$ cat src/rtl/exception_unit.sv
// Exception entry sequencer: saves EPC/cause, fetches the handler byte from the
// vector table and strobes a PC write to the zero-extended handler address.
module exception_unit #(
  parameter int unsigned VEC_BASE = 253,
  parameter int unsigned MEM_LAT  = 2
) (
  input  logic        clk,
  input  logic        reset,
  input  logic        ExcRequest,
  input  logic [1:0]  ExcCode,
  input  logic [31:0] PCOut,
  input  logic [31:0] MemDataOut,
  output logic [31:0] MemAddrExc,
  output logic        MemAddrSel,
  output logic [31:0] RegEPCOut,
  output logic [31:0] ExceptionBit,
  output logic [1:0]  CauseOut,
  output logic        PCWriteExc,
  output logic        PCSourceExc,
  output logic        Busy,
  output logic        Dropped
);

  typedef enum logic [1:0] {
    IDLE = 2'd0,
    READ = 2'd1,
    LOAD = 2'd2,
    JUMP = 2'd3
  } state_t;

  localparam logic [2:0]  LAT_C = 3'(MEM_LAT);
  localparam logic [31:0] VEC_C = 32'(VEC_BASE);

  state_t      state_q, state_d;
  logic [2:0]  cnt_q, cnt_d;
  logic [31:0] epc_q, epc_d;
  logic [31:0] exc_q, exc_d;
  logic [1:0]  cause_q, cause_d;
  logic        dropped_q, dropped_d;
  logic [1:0]  code_s;
  logic        unused_data_s;

  // Reserved cause is folded onto invalid-opcode so it still has a vector entry.
  assign code_s        = (ExcCode == 2'd3) ? 2'd0 : ExcCode;
  assign unused_data_s = ^MemDataOut[31:8];

  // State and architectural registers.
  always_ff @(posedge clk or posedge reset) begin
    if (reset) begin
      state_q   <= IDLE;
      cnt_q     <= 3'd0;
      epc_q     <= 32'd0;
      exc_q     <= 32'd0;
      cause_q   <= 2'd0;
      dropped_q <= 1'b0;
    end else begin
      state_q   <= state_d;
      cnt_q     <= cnt_d;
      epc_q     <= epc_d;
      exc_q     <= exc_d;
      cause_q   <= cause_d;
      dropped_q <= dropped_d;
    end
  end

  // Next-state logic; READ leaves when the counter reaches 1, so it lasts MEM_LAT cycles.
  always_comb begin
    state_d   = state_q;
    cnt_d     = cnt_q;
    epc_d     = epc_q;
    exc_d     = exc_q;
    cause_d   = cause_q;
    dropped_d = dropped_q | (ExcRequest & (state_q != IDLE));
    case (state_q)
      IDLE: begin
        if (ExcRequest) begin
          epc_d   = PCOut - 32'd4;
          cause_d = code_s;
          cnt_d   = LAT_C;
          state_d = READ;
        end else begin
          state_d = IDLE;
        end
      end
      READ: begin
        cnt_d = cnt_q - 3'd1;
        if (cnt_q <= 3'd1) begin
          state_d = LOAD;
        end else begin
          state_d = READ;
        end
      end
      LOAD: begin
        exc_d   = {24'd0, MemDataOut[7:0]};
        state_d = JUMP;
      end
      JUMP: begin
        state_d = IDLE;
      end
      default: begin
        state_d = IDLE;
      end
    endcase
  end

  // Combinational state decodes toward the memory and PC-source muxes.
  always_comb begin
    MemAddrSel  = 1'b0;
    MemAddrExc  = 32'd0;
    PCWriteExc  = 1'b0;
    PCSourceExc = 1'b0;
    case (state_q)
      READ, LOAD: begin
        MemAddrSel = 1'b1;
        MemAddrExc = VEC_C + {30'd0, cause_q};
      end
      JUMP: begin
        PCWriteExc  = 1'b1;
        PCSourceExc = 1'b1;
      end
      default: begin
        MemAddrSel = 1'b0;
      end
    endcase
  end

  assign Busy         = (state_q != IDLE);
  assign RegEPCOut    = epc_q;
  assign ExceptionBit = exc_q;
  assign CauseOut     = cause_q;
  assign Dropped      = dropped_q;

endmodule
$ cat config.mk
export PLATFORM = sky130hd
export DESIGN_NAME = exception_unit
export DESIGN_NICKNAME = d
export VERILOG_FILES = /design/src/rtl/exception_unit.sv
export SDC_FILE = /design/constraint.sdc
export NUM_CORES = 1
export LEC_CHECK = 0
export CAP_MARGIN = 15
export CORE_MARGIN = 8
export CORE_UTILIZATION = 42
export CTS_CLUSTER_SIZE = 10
export DETAILED_ROUTE_END_ITERATION = 16
export HOLD_SLACK_MARGIN = 0.12
export PLACE_DENSITY = 0.88
export SLEW_MARGIN = 20
export SYNTH_ARGS = -nofsm -noshare
export SYNTH_HDL_FRONTEND = slang
export SYNTH_SLANG_ARGS = --single-unit
$ cat constraint.sdc
create_clock -name clk -period 4 [get_ports clk]
set_clock_uncertainty 0.15 [all_clocks]
set_input_delay 0.4 -clock clk [delete_from_list [all_inputs] [get_ports clk]]
set_output_delay 0.4 -clock clk [all_outputs]
set_load 0.02 [all_outputs]
Word-level counts from Yosys, hierarchy flattened
Index checks and enable logic that the tools add are counted.
- output and inout bits: 103
- input port bits: 69
- bits in registers: 48
- add/sub/neg operators: 3
- bitwise operators: 2
- reduce and logical (&&, ||, !) cells: 6
- muxes and demuxes: 9
- order comparisons: 1
- equal/unequal tests: 5
- operator list (operator ; count):
    $sub A32 B3 Y32 const B ; 1
    $add A8 B2 Y9 const A ; 1
    $mux W9 ; 1
    $pmux W2 S4 ; 1
    $eq A2 B2 Y1 const B ; 3
    $pmux W3 S2 ; 1
    $mux W2 ; 2
    $reduce_and A2 Y1 ; 2
    $reduce_bool A2 Y1 ; 2
    $le A3 B1 Y1 const B ; 1
    $mux W1 ; 3
    $mux W3 ; 1
    $sub A3 B1 Y3 const B ; 1
    $eq A2 B1 Y1 const B ; 1
    $logic_not A2 Y1 ; 1
    $ne A2 B2 Y1 const B ; 1
    $reduce_or A2 Y1 ; 1
    $and A1 B1 Y1 ; 1
    $or A1 B1 Y1 ; 1

Logic depth before layout (Yosys ltp)
- depth after elaboration: 3
- mapped depth: 7

Worst setup path after synthesis
No wires, ideal clock.
- path kind: flip-flop to output port
- start: reg state_q[0]
- end: out MemAddrExc[3]
- stages on the path, launching flop included: 5
- arrival: 1650 ps
- path slack: 1800 ps
- path through: dfrtp_1 -> inv_1 -> ha_1 -> nor2b_1 -> buf_4
- longest elaborated chain between the ends: 3
- elaborated cells between the ends (all ways): 4
- those cells by class: eq/ne: 2; mux: 1; reduce/logical: 1
- ends and longest elaborated chain (element ; RTL line ; source):
    from (decl) ; 34 ; state_t state_q, state_d;
    from (signal assigned) ; 57 ; state_q <= state_d;
    $eq A2 B1 Y1 or $eq A2 B2 Y1 (tied branches) ; 112 ; case (state_q)
    $reduce_or A2 Y1 (*) ; 112 ;
    $mux W9 (*) ; 112 ;
    to (decl) ; 13 ; output logic [31:0] MemAddrExc,
Every way passes the cells marked *; elsewhere a longest branch is shown, timed or not.

Worst setup path in the final report
- start: in PCOut[13]
- end: reg epc_q[27], in the netlist RegEPCOut[27]
- longest elaborated chain between the ends: 1
- ends and longest elaborated chain (element ; RTL line ; source):
    from (decl) ; 11 ; input logic [31:0] PCOut,
    $sub A32 B3 Y32 ; 77 ; epc_d = PCOut - 32'd4;
    to (signal assigned) ; 59 ; epc_q <= epc_d;
    to (decl) ; 36 ; logic [31:0] epc_q, epc_d;
No other way between the ends.
A chain may end at the register's enable or synchronous reset.

==> impl_metrics.prom <==
# TYPE chip_impl_metric gauge
chip_impl_info{name="outcome",value="completed"} 1
chip_impl_metric{name="antenna_violation_net_count_after_detailed_routing",unit=""} 0
chip_impl_metric{name="initialDrtViolationCount",unit=""} 78
chip_impl_metric{name="route.detailed.vias_per_inst",unit=""} 4.96
chip_impl_metric{name="worst_ep_required_time",unit="ns"} 4.07
chip_impl_metric{name="cp_max_fo",unit=""} 14
chip_impl_info{name="synthTopCellsByCount",value="53 x buf_4, 48 x dfrtp_1, 33 x nand2_1"} 1
chip_impl_info{name="worst_setup_path_start_kind",value="input port"} 1
chip_impl_metric{name="final_area",unit="µm²"} 3930
chip_impl_metric{name="finalCriticalPeriod",unit="ns"} 2.84
chip_impl_metric{name="slew_violations",unit=""} 0
chip_impl_metric{name="postSynthCellCount",unit=""} 324
chip_impl_metric{name="cts_setup_buffers",unit=""} 0
chip_impl_metric{name="placement.io_buffers",unit=""} 100
chip_impl_info{name="post-synth-top-area-cell",value="dfrtp_1"} 1
chip_impl_metric{name="final_tns_setup",unit="ns"} 0
chip_impl_metric{name="achievable-frequency",unit="MHz"} 352
chip_impl_info{name="rsz0062_at_grt",value="false"} 1
chip_impl_metric{name="setup_violations",unit=""} 0
chip_impl_metric{name="number_of_hold_repair_buffers_added_at_the_cts_stage",unit=""} 0
chip_impl_info{name="clock_tree.root_cell",value="clkbuf_8"} 1
chip_impl_metric{name="synth_warnings",unit=""} 0
chip_impl_metric{name="route.vias.total",unit=""} 2514
chip_impl_metric{name="die_width",unit="µm"} 100
chip_impl_metric{name="grt_start_max_net_pins",unit=""} 49
chip_impl_metric{name="yosys.cell_types.count",unit=""} 46
chip_impl_metric{name="synth_sequential_area_ratio",unit="%"} 40.4
chip_impl_metric{name="drc_violation_count_after_routing",unit=""} 0
chip_impl_metric{name="drtPass1Iterations",unit=""} 5
chip_impl_metric{name="slew_headroom",unit="%"} 39.5
chip_impl_metric{name="mappedNetlistArea",unit="µm²"} 2970
chip_impl_metric{name="clock_latency_on_the_worst_skew_pair",unit="ns"} 0.30
chip_impl_metric{name="clock_tree_buffer_depth",unit=""} 2
chip_impl_metric{name="finalHoldViolCount",unit=""} 0
chip_impl_metric{name="fin_crit_sh",unit="%"} 71.0
chip_impl_metric{name="boundaryPins",unit=""} 172
chip_impl_metric{name="leak_pwr",unit="µW"} 0.00161
chip_impl_metric{name="placementRows",unit=""} 30
chip_impl_metric{name="tritoncts_num_sinks",unit=""} 48
chip_impl_metric{name="routability_cong",unit=""} 0.778
chip_impl_metric{name="start_util",unit="%"} 43.5
chip_impl_metric{name="ys_ff_latch",unit=""} 48
chip_impl_metric{name="synth-edff-count",unit=""} 0
chip_impl_metric{name="final_nets",unit=""} 487
chip_impl_metric{name="measured_slew_at_the_worst_slew_check_pin",unit="ns"} 0.905
chip_impl_metric{name="setup_ws",unit="ns"} 1.16
chip_impl_metric{name="place_ws",unit="ns"} 0.876
chip_impl_info{name="post-synth-top-count-cell",value="buf_4"} 1
chip_impl_metric{name="worst_ep_arrival_time",unit="ns"} 2.91
chip_impl_metric{name="drt-wirelength-per-cell",unit="µm"} 15.3
chip_impl_info{name="endpoint_kind",value="flop"} 1
chip_impl_info{name="post_synth_main_area_contributors",value="dfrtp_1 40%, buf_4 13%, nand2_1 4.2%"} 1
chip_impl_metric{name="drv_cap",unit=""} 0
chip_impl_metric{name="worst_ir_drop_vdd",unit="V"} 0.000217
chip_impl_info{name="worst_hold_path_type",value="flop to flop"} 1
chip_impl_metric{name="area_growth_syn_to_layout",unit="%"} 32.2
chip_impl_metric{name="number_of_antenna_violations_at_the_first_check_in_global_routing",unit=""} 0
chip_impl_metric{name="p_per_area",unit="nW/µm²"} 729
chip_impl_metric{name="clock_buffers_created_by_tritoncts",unit=""} 5
chip_impl_metric{name="first_global_vias",unit=""} 2494
chip_impl_metric{name="grt_use_total",unit="%"} 15.1
chip_impl_metric{name="core_area",unit="µm²"} 6830
chip_impl_metric{name="hpwlAfterDp",unit="µm"} 6160
chip_impl_metric{name="grt_overflow",unit=""} 0
chip_impl_metric{name="dieHeight",unit="µm"} 100
chip_impl_metric{name="placed_cell_area",unit="µm²"} 3810
chip_impl_metric{name="fp.dieArea",unit="µm²"} 10000
chip_impl_metric{name="synth_top_area_share",unit="%"} 40.4
chip_impl_metric{name="grt_first_pass_wirelength",unit="µm"} 12300
chip_impl_metric{name="number_of_levels_the_h_tree_was_split_into",unit=""} 2
chip_impl_metric{name="drt-total-wl",unit="µm"} 7740
chip_impl_info{name="ys_dominant_reg_cell",value="dfrtp_1"} 1
chip_impl_metric{name="syn_avg_cell_area",unit="µm²"} 9.17
chip_impl_info{name="tritoncts",value="built"} 1
chip_impl_metric{name="synth_async_reset_ratio",unit="%"} 100
chip_impl_metric{name="clock_input_transition_at_the_sequential_cells_of_the_worst_setup_and_hold_paths",unit="ns"} 0.09
chip_impl_metric{name="num_antenna_cells",unit=""} 0
chip_impl_metric{name="post_route_cells_drive_above_1_share",unit="%"} 6.33
chip_impl_metric{name="cts_resized",unit=""} 0
chip_impl_info{name="path_class",value="input port to flop"} 1
[per-layer routing]
metal / vias up / GRT usage, % / routed length, µm
li1: 1217 / - / -
met1: 1181 / 17.6 / 3240
met2: 108 / 26.2 / 3850
met3: 8 / 4.50 / 555
met4: 0 / 3.84 / 88
met5: - / 0 / 0
[power by group]
part	internal (µW)	switching [µW]	total, µW
Combinational	762	895	1660
Sequential	718	135	854
Clock	185	168	353
Total	1670	1200	2860
[layout make-up]
class	count	area, µm²
inverters	9	35.0
flip-flops and latches	48	1200
clock buffers	5	68.8
fillers	641	2900
repair buffers	101	1010
clock inverters	3	42.5
well taps	96	120
multi-input cells	245	1450
[critical path: stages]
cell and delay, ns:
clkdlybuf4s50_1 0.50, nor4_1 0.52, nand4_1 0.54, or4_2 0.77
a31oi_1 0.18
[per-stage QoR]
stage	hold slack [ns]	total power (µW)	utilization [%]	cells
6_report	0.331	2860	57.5	507
5_1_grt	0.346	3050	57.5	507
4_1_cts	0.340	2900	57.5	507
3_5_place_dp	0.319	2540	55.8	499
3_3_place_gp	0.289	2480	55.8	499
2_1_floorplan	0.347	1830	-	370
[worst paths after layout]
check / start / endpoint / slack, ns / cells past startpoint
max in group asynchronous: reset / RegEPCOut[28] / 2.79 / 2
worst min-delay path: RegEPCOut[12] / RegEPCOut[12] / 0.33 / 2
worst max-delay path: PCOut[13] / RegEPCOut[27] / 1.16 / 5
min in group asynchronous: reset / RegEPCOut[6] / 0.40 / 2
worst min register to register: RegEPCOut[12] / RegEPCOut[12] / 0.33 / 2
worst max register to register: state_q[0] / RegEPCOut[17] / 1.86 / 6
[placed cells by master, fill, tap and decap left out, types with 3 or more instances in the layout]
master	n
nor3_1	6
dfrtp_1	48
or4_1	12
clkbuf_8	5
nor2_1	26
xnor2_1	4
o21ai_0	15
inv_1	8
nand4_1	4
xor2_1	6
mux2_2	8
nor4_1	3
or2_2	3
conb_1	47
nand2_1	33
a31oi_1	18
ha_1	8
and2_1	3
o41ai_1	3
or3_1	3
o31ai_1	10
nand3_1	3
clkdlybuf4s50_1	100
nand4b_1	4
[sequential cells by signal (all words and copies together), names as in the netlist, named ones only]
name and cells:
CauseOut 2, Dropped 1, ExceptionBit 8, RegEPCOut 32, cnt_q 3, state_q 1
[cell families (layout without fill, tap and decap cells)]
kind of cell             Yosys count  count (layout)  share of synthesized area, %
AO/OA/AOI/OAI                     54              54                          11.8
XOR/XNOR                          10              10                          2.95
AND/OR/NAND/NOR                  117             117                          21.5
adder cells (fa/ha/maj)            8               8                          3.37
flip-flops                        48              48                          40.4
multiplexers                       9               9                          3.37
other                              1              47                         0.126
buffers and inverters             77             118                          16.5
(Power assumes the default switching activity.)
